## src/rtl/simple_uart_rx.sv

```systemverilog
// 8E1 UART receiver: 2-FF synchronizer, mid-bit sampling, even-parity and
// stop-bit checking with a one-cycle valid strobe per completed frame.
module simple_uart_rx #(
  parameter int CLKS_PER_BIT = 16
) (
  input  logic       clk,
  input  logic       rst,
  input  logic       line,
  output logic [7:0] data,
  output logic       valid,
  output logic       parity_err,
  output logic       frame_err,
  output logic       busy
);

  localparam int TW = (CLKS_PER_BIT > 2) ? $clog2(CLKS_PER_BIT) : 2;
  localparam logic [TW-1:0] FULL_LOAD = TW'(CLKS_PER_BIT - 1);
  localparam logic [TW-1:0] HALF_LOAD = TW'(CLKS_PER_BIT / 2 - 1);

  typedef enum logic [2:0] {
    IDLE      = 3'd0,
    START     = 3'd1,
    DATA      = 3'd2,
    PARITY    = 3'd3,
    STOP      = 3'd4,
    WAIT_HIGH = 3'd5
  } state_t;

  function automatic logic even_parity(input logic [7:0] b);
    return ^b;
  endfunction

  state_t        state, next_state;
  logic          sync_ff, sline, sline_prev;
  logic [TW-1:0] timer, next_timer;
  logic [2:0]    idx, next_idx;
  logic [7:0]    shreg, next_shreg;
  logic          par_bit, next_par;
  logic          done, stop_bit, tick;

  // Next-state, bit-timer and shift-register logic; sampling happens when the timer reaches zero
  always_comb begin
    next_state = state;
    next_timer = timer;
    next_idx   = idx;
    next_shreg = shreg;
    next_par   = par_bit;
    done       = 1'b0;
    stop_bit   = 1'b1;
    tick       = (timer == {TW{1'b0}});
    case (state)
      IDLE: begin
        // Falling edge only, so a line held low never re-triggers
        if (!sline && sline_prev) begin
          next_state = START;
          next_timer = HALF_LOAD;
        end else begin
          next_timer = {TW{1'b0}};
        end
      end
      START: begin
        if (tick) begin
          next_timer = FULL_LOAD;
          next_idx   = 3'd0;
          if (sline) begin
            next_state = IDLE;
          end else begin
            next_state = DATA;
          end
        end else begin
          next_timer = timer - TW'(1);
        end
      end
      DATA: begin
        if (tick) begin
          next_timer = FULL_LOAD;
          next_shreg = {sline, shreg[7:1]};
          next_idx   = idx + 3'd1;
          if (idx == 3'd7) begin
            next_state = PARITY;
          end else begin
            next_state = DATA;
          end
        end else begin
          next_timer = timer - TW'(1);
        end
      end
      PARITY: begin
        if (tick) begin
          next_timer = FULL_LOAD;
          next_par   = sline;
          next_state = STOP;
        end else begin
          next_timer = timer - TW'(1);
        end
      end
      STOP: begin
        if (tick) begin
          done     = 1'b1;
          stop_bit = sline;
          if (sline) begin
            next_state = IDLE;
          end else begin
            next_state = WAIT_HIGH;
          end
        end else begin
          next_timer = timer - TW'(1);
        end
      end
      WAIT_HIGH: begin
        if (sline) begin
          next_state = IDLE;
        end else begin
          next_state = WAIT_HIGH;
        end
      end
      default: begin
        next_state = IDLE;
        next_timer = {TW{1'b0}};
      end
    endcase
  end

  // Synchronizer, state register and datapath registers
  always_ff @(posedge clk) begin
    if (rst) begin
      sync_ff    <= 1'b1;
      sline      <= 1'b1;
      sline_prev <= 1'b1;
      state      <= IDLE;
      timer      <= {TW{1'b0}};
      idx        <= 3'd0;
      shreg      <= 8'h00;
      par_bit    <= 1'b0;
    end else begin
      sync_ff    <= line;
      sline      <= sync_ff;
      sline_prev <= sline;
      state      <= next_state;
      timer      <= next_timer;
      idx        <= next_idx;
      shreg      <= next_shreg;
      par_bit    <= next_par;
    end
  end

  // Registered outputs, updated one cycle after the stop-bit sample
  always_ff @(posedge clk) begin
    if (rst) begin
      data       <= 8'h00;
      valid      <= 1'b0;
      parity_err <= 1'b0;
      frame_err  <= 1'b0;
      busy       <= 1'b0;
    end else begin
      valid <= done;
      busy  <= (next_state != IDLE);
      if (done) begin
        data       <= shreg;
        parity_err <= (par_bit != even_parity(shreg));
        frame_err  <= ~stop_bit;
      end
    end
  end

endmodule

```

## config.mk

```make
export PLATFORM = sky130hd
export DESIGN_NAME = simple_uart_rx
export DESIGN_NICKNAME = d
export VERILOG_FILES = /design/src/rtl/simple_uart_rx.sv
export SDC_FILE = /design/constraint.sdc
export NUM_CORES = 1
export LEC_CHECK = 0
export ABC_CLOCK_PERIOD_IN_PS = 1900
export BUFFER_PORTS_ARGS = -buffer_cell sky130_fd_sc_hd__buf_4
export CORE_MARGIN = 4
export CORE_UTILIZATION = 57
export DETAILED_ROUTE_END_ITERATION = 12
export GPL_TIMING_DRIVEN = 0
export PLACE_DENSITY = 0.77
export SLEW_MARGIN = 5
export SYNTH_ARGS = -nofsm -noshare
export SYNTH_HDL_FRONTEND = slang
export SYNTH_SLANG_ARGS = --single-unit
```

## constraint.sdc

```tcl
create_clock -name clk -period 1.9 [get_ports clk]
set_input_delay 0.38 -clock clk [delete_from_list [all_inputs] [get_ports clk]]
set_output_delay 0.38 -clock clk [all_outputs]
set_load 0.01 [all_outputs]
```

# Word level (Yosys, flattened, before mapping)
# Cells that the tools add are included.
# totals
register_bits,34
input_bits,3
out_inout_bits,12
wordCells,59
# classes
add_sub_neg,2
n_eq_ne,10
n_mux,20
bitwise,2
reduce_logical,12
# ops
operator,count
$mux 3,9
$pmux 3 s6,1
$pmux 4 s4,1
$eq 3x3->1 const B,3
$mux 4,2
$reduce_xor 8->1,1
$eq 3x2->1 const B,2
$ne 2x2->1 const B,3
$pmux 3 s2,1
$reduce_and 2->1,3
$mux 1,5
$logic_not 4->1,1
$sub 4x1->4 const B,1
$add 3x1->3 const B,1
$eq 3x1->1 const B,1
$logic_not 3->1,1
$reduce_and 3->1,1
$reduce_bool 3->1,1
$reduce_or 3->1,1
$mux 2,1
$not 1->1,2
$reduce_bool 2->1,1
$logic_and 1x1->1,1
$logic_not 1->1,1
$ne 1x1->1,1

# Logic depth before layout (Yosys ltp)
# depth
word_depth,5
mapped_depth,7
depth_no_buf,6

# Least setup slack after synthesis
# No wires, ideal clock.
# synth_path
kind,flip-flop to flip-flop
start,register timer[0]
end,register data[5]
setup_time_ns,0.128
arrival_time_ns,1.449
t_required_ns,1.772
setup_slack_ns,0.323
stages_incl_launch_ff,8
n_path_buf,1
period_less_slack_ns,1.577
cell_sequence,dfxtp_1 -> inv_1 -> ha_1 -> nor3b_4 -> nand3_1 -> buf_6 -> mux2i_1 -> nor2_1
# synth_via
elab_chain_len,3
# synth_lines
item,line_no,rtl
start: declaration,35,"logic [TW-1:0] timer, next_timer;"
start signal: assignment,131,timer <= {TW{1'b0}};
start signal: assignment,140,timer <= next_timer;
$logic_not 4->1,50,tick = (timer == {TW{1'b0}});
$mux 1,98,if (tick) begin
$mux 1,51,case (state)
end signal: assignment,159,data <= shreg;
end: declaration,9,"output logic [7:0] data,"
# Every way passes these cells.
# A chain may end at the register's enable or synchronous reset.

# Final worst setup path
# layout_path
start,register timer[0]
end,register busy
# layout_via
elab_chain_len,4
elab_cells_between_ends,7
classes_between,mux (5); reduce/logical (2)
# layout_lines
item,line_no,rtl
$logic_not 4->1 (*),50,
"$mux 3, on equally long branches",-,
$pmux 3 s6 (*),51,
$reduce_bool 3->1 (*),157,busy <= (next_state != IDLE);
end signal: assignment,157,
end: declaration,13,output logic busy
# Mark *: on every way between the ends. The rest lies on a longest branch, timed or not.

==> metrics.txt <==
most common cell type on the critical path buf_4; number of synthesized flops with an enable pin 0; vias 1325; clock-pin slew on the worst setup and hold paths 0.11 ns; Min-Delay Path Depth 2; outcome finished clean; row cnt 18; FF-to-FF Start timer[0]; Pwr per Cell Area 691 nW/um2; clk sinks 34; Worst slew margin 66.3%; largest net degree at the start of global routing 12; skew final 0.0109 ns; crit path time final 1.86 ns; first-pass GRT wire length 5.78 mm; Largest delay share family, worst path compound AO/OA/AOI/OAI gates; Crit Path Max Fanout 7; Post-Syn Nets 177; CP arrival 2.07 ns; Post-Route Setup TNS 0 ns; Seq/Total Area, Yosys 42.6%; measured slew at the worst slew-check pin 0.505 ns; mux share of post-synthesis cell area 11.3%; CP peak stage delay 0.37 ns; register share of total power 57.0%; met2 usage 33.6%; Tot GR Track Use 21.3%; Post-Synth Adder-Cell Area 2.35%; gr ovfl total 0; Comb power frac 9.4%; startpoint of the worst hold path line; die footprint 3710 um2; Pint 0.951 mW; largest family of logic cells by synthesized area simple AND/OR/NAND/NOR gates; crit start category flop; core footprint 2570 um2; Initial Utilization 62.2%; post-synthesis compound-gate area fraction 13.5%; FF-to-FF End busy; initial antenna violation count 0; WHS Endpoint sync_ff; Setup CP Type flop to flop; commonest non-fill, non-tap cells in the layout 33 x dfxtp_1, 28 x nor2_1, 18 x mux2i_1, 18 x buf_4; commonest non-fill, non-tap cell in the layout dfxtp_1; Static Leak 0.896 nW; DRC 0; area of the mapped netlist 1600 um2; die width 60.9 um; flop and latch count out of synthesis 34; antenna-violating nets left 0; clk buf depth 2; Primary FF master, synth dfxtp_1; syn_area_per_cell 9.34 um2; CTS buffer count 5; Max H-tree Level 2; Die Y 60.9 um; number of setup violations in the final report 0; Max Slew Vio Count 0; Synth Area in Simple Gates 21.4%; Clock power frac 33.6%; Place WS 0.0170 ns; Hold Path Class primary input to flop; layout cells sized above 1 22.3%; CP max-delay cell dfxtp_2; IO Pins 15; Post-Synthesis Cells 171; Clock Tree Root clkbuf_4; Highest Clock Rate 537 MHz; vias in the first global route 1300; DP Wirelength 2.34 mm; Worst setup EP type flop; Synth async-reset ratio 0%; I/O Buffers 14; via/cell ratio 5.84; Distinct cells, synth 43; CP bufs+invs 3; GRT busiest layer met2; Sw Pwr 0.328 mW; Final Routed Wirelength 3.45 mm; RePlAce Congestion 0.910; grt met3 use 5.74%; xor and xnor area share after synthesis 4.46%; flop2flop setup slack 0.04 ns; R2R depth 8; final hold vios 0; Final Net Count 202; WL per Instance 15.2 um; # diodes 0; Pre-Repair DR Iteration Count 4; met1 Track Usage GR 28.3%; critical path, cell by cell inv_1 > ha_2 > nor3b_4 > buf_4 > buf_4 > a21o_1 > a221oi_2 > a41oi_2; Iter 0 DRT Violations 83; area grow syn2layout 15.9%; worst skew pair latency 0.34 ns; Yosys warning total 0; CTS tree yes; Crit path required time 2.11 ns; final worst path period share 98.0%; Max Cap Viol 0; switching part of the total 25.6%; Worst IR Drop VDD 0.000565 V; worst setup margin 0.0389 ns
-- power by group through the flow --
stage / registers, mW / clock network, mW / logic (mW)
after floorplan: 0.744 / 0 / 0.0720
after global placement: 0.745 / 0 / 0.0949
after detailed placement: 0.745 / 0 / 0.0980
after CTS: 0.729 / 0.433 / 0.114
after global routing: 0.731 / 0.467 / 0.133
final: 0.729 / 0.429 / 0.121
-- metrics by stage --
| step | hold slack [ns] | std cells | utilization (%) | total power [mW] | instance area, um2 |
|---|---|---|---|---|---|
| after global placement | 0.400 | 215 | 67.8 | 0.840 | 1740 |
| final | 0.223 | 227 | 72.1 | 1.28 | 1850 |
| after floorplan | 0.389 | 171 | - | 0.816 | 1600 |
| after CTS | 0.222 | 227 | 71.5 | 1.28 | 1840 |
| after global routing | 0.218 | 227 | 72.1 | 1.33 | 1850 |
| after detailed placement | 0.403 | 215 | 67.8 | 0.843 | 1740 |
-- state kept, by name (all words and copies together) (netlist names) --
signal and count:
timer 4, sline 1, parity_err 1, sline_prev 1, valid 1, state 3, sync_ff 1, idx 3
par_bit 1, shreg 8, frame_err 1, data 8, busy 1
-- synth_stat cells, types with 3 or more instances --
library cell	number	share of area, %
nor3_1	3	0.94
nor2b_1	3	1.2
o21ai_0	6	1.9
nor2_1	28	6.6
or2_2	3	1.2
buf_2	6	1.9
nand2_1	8	1.9
and3_1	3	1.2
dfxtp_1	34	43
nand3_1	3	0.94
a21oi_1	8	2.5
clkbuf_1	4	0.94
ha_1	3	2.3
mux2i_1	18	11
inv_1	4	0.94
-- worst reg2reg max path, stage by stage (launching register included) --
cell      delay [ns]
dfxtp_2         0.37
inv_1           0.06
ha_2            0.22
nor3b_4         0.16
buf_4           0.17
buf_4           0.14
a21o_1          0.18
a221oi_2        0.28
a41oi_2         0.18
-- cell type report --
cell class	count	area, um2
Buffer	11	56.3
Clock buffer	6	51.3
Clock inverter	2	12.5
Fill cell	215	716
Inverter	4	15.0
Multi-Input combinational cell	122	862
Sequential cell	34	682
Tap cell	30	37.5
Timing Repair Buffer	18	135
-- cells by family (layout without fill, tap and decap cells) --
family | Yosys count | in the layout
XOR/XNOR | 5 | 5
multiplexers | 18 | 18
adder cells (fa/ha/maj) | 3 | 3
buffers and inverters | 15 | 41
AND/OR/NAND/NOR | 64 | 64
AO/OA/AOI/OAI | 32 | 32
flip-flops | 34 | 34
-- how the worst max path moves through the flow --
stage	to	cells past startpoint	slack, ns	startpoint
after floorplan	data[5]	7	0.32	timer[0]
after global placement	data[5]	7	0.09	timer[0]
final	busy	8	0.04	timer[0]
after CTS	busy	8	0.04	timer[0]
after global routing	busy	8	-0.006	timer[0]
after detailed placement	shreg[5]	6	0.02	timer[0]
-- layer usage --
layer  vias to the layer above  wire (um)
met4                         0         43
met3                         5        187
met5                         -          0
met2                        33       1650
li1                        652          -
met1                       635       1570
-- timing repair --
action / CTS / global route
hold buffers: 0 / 0
endpoints found under the setup margin: 2 / 2
buffers inserted: 4 / 0
pin swaps: 0 / 2
resized for setup: 1 / 3
(Power assumes the default switching activity.)
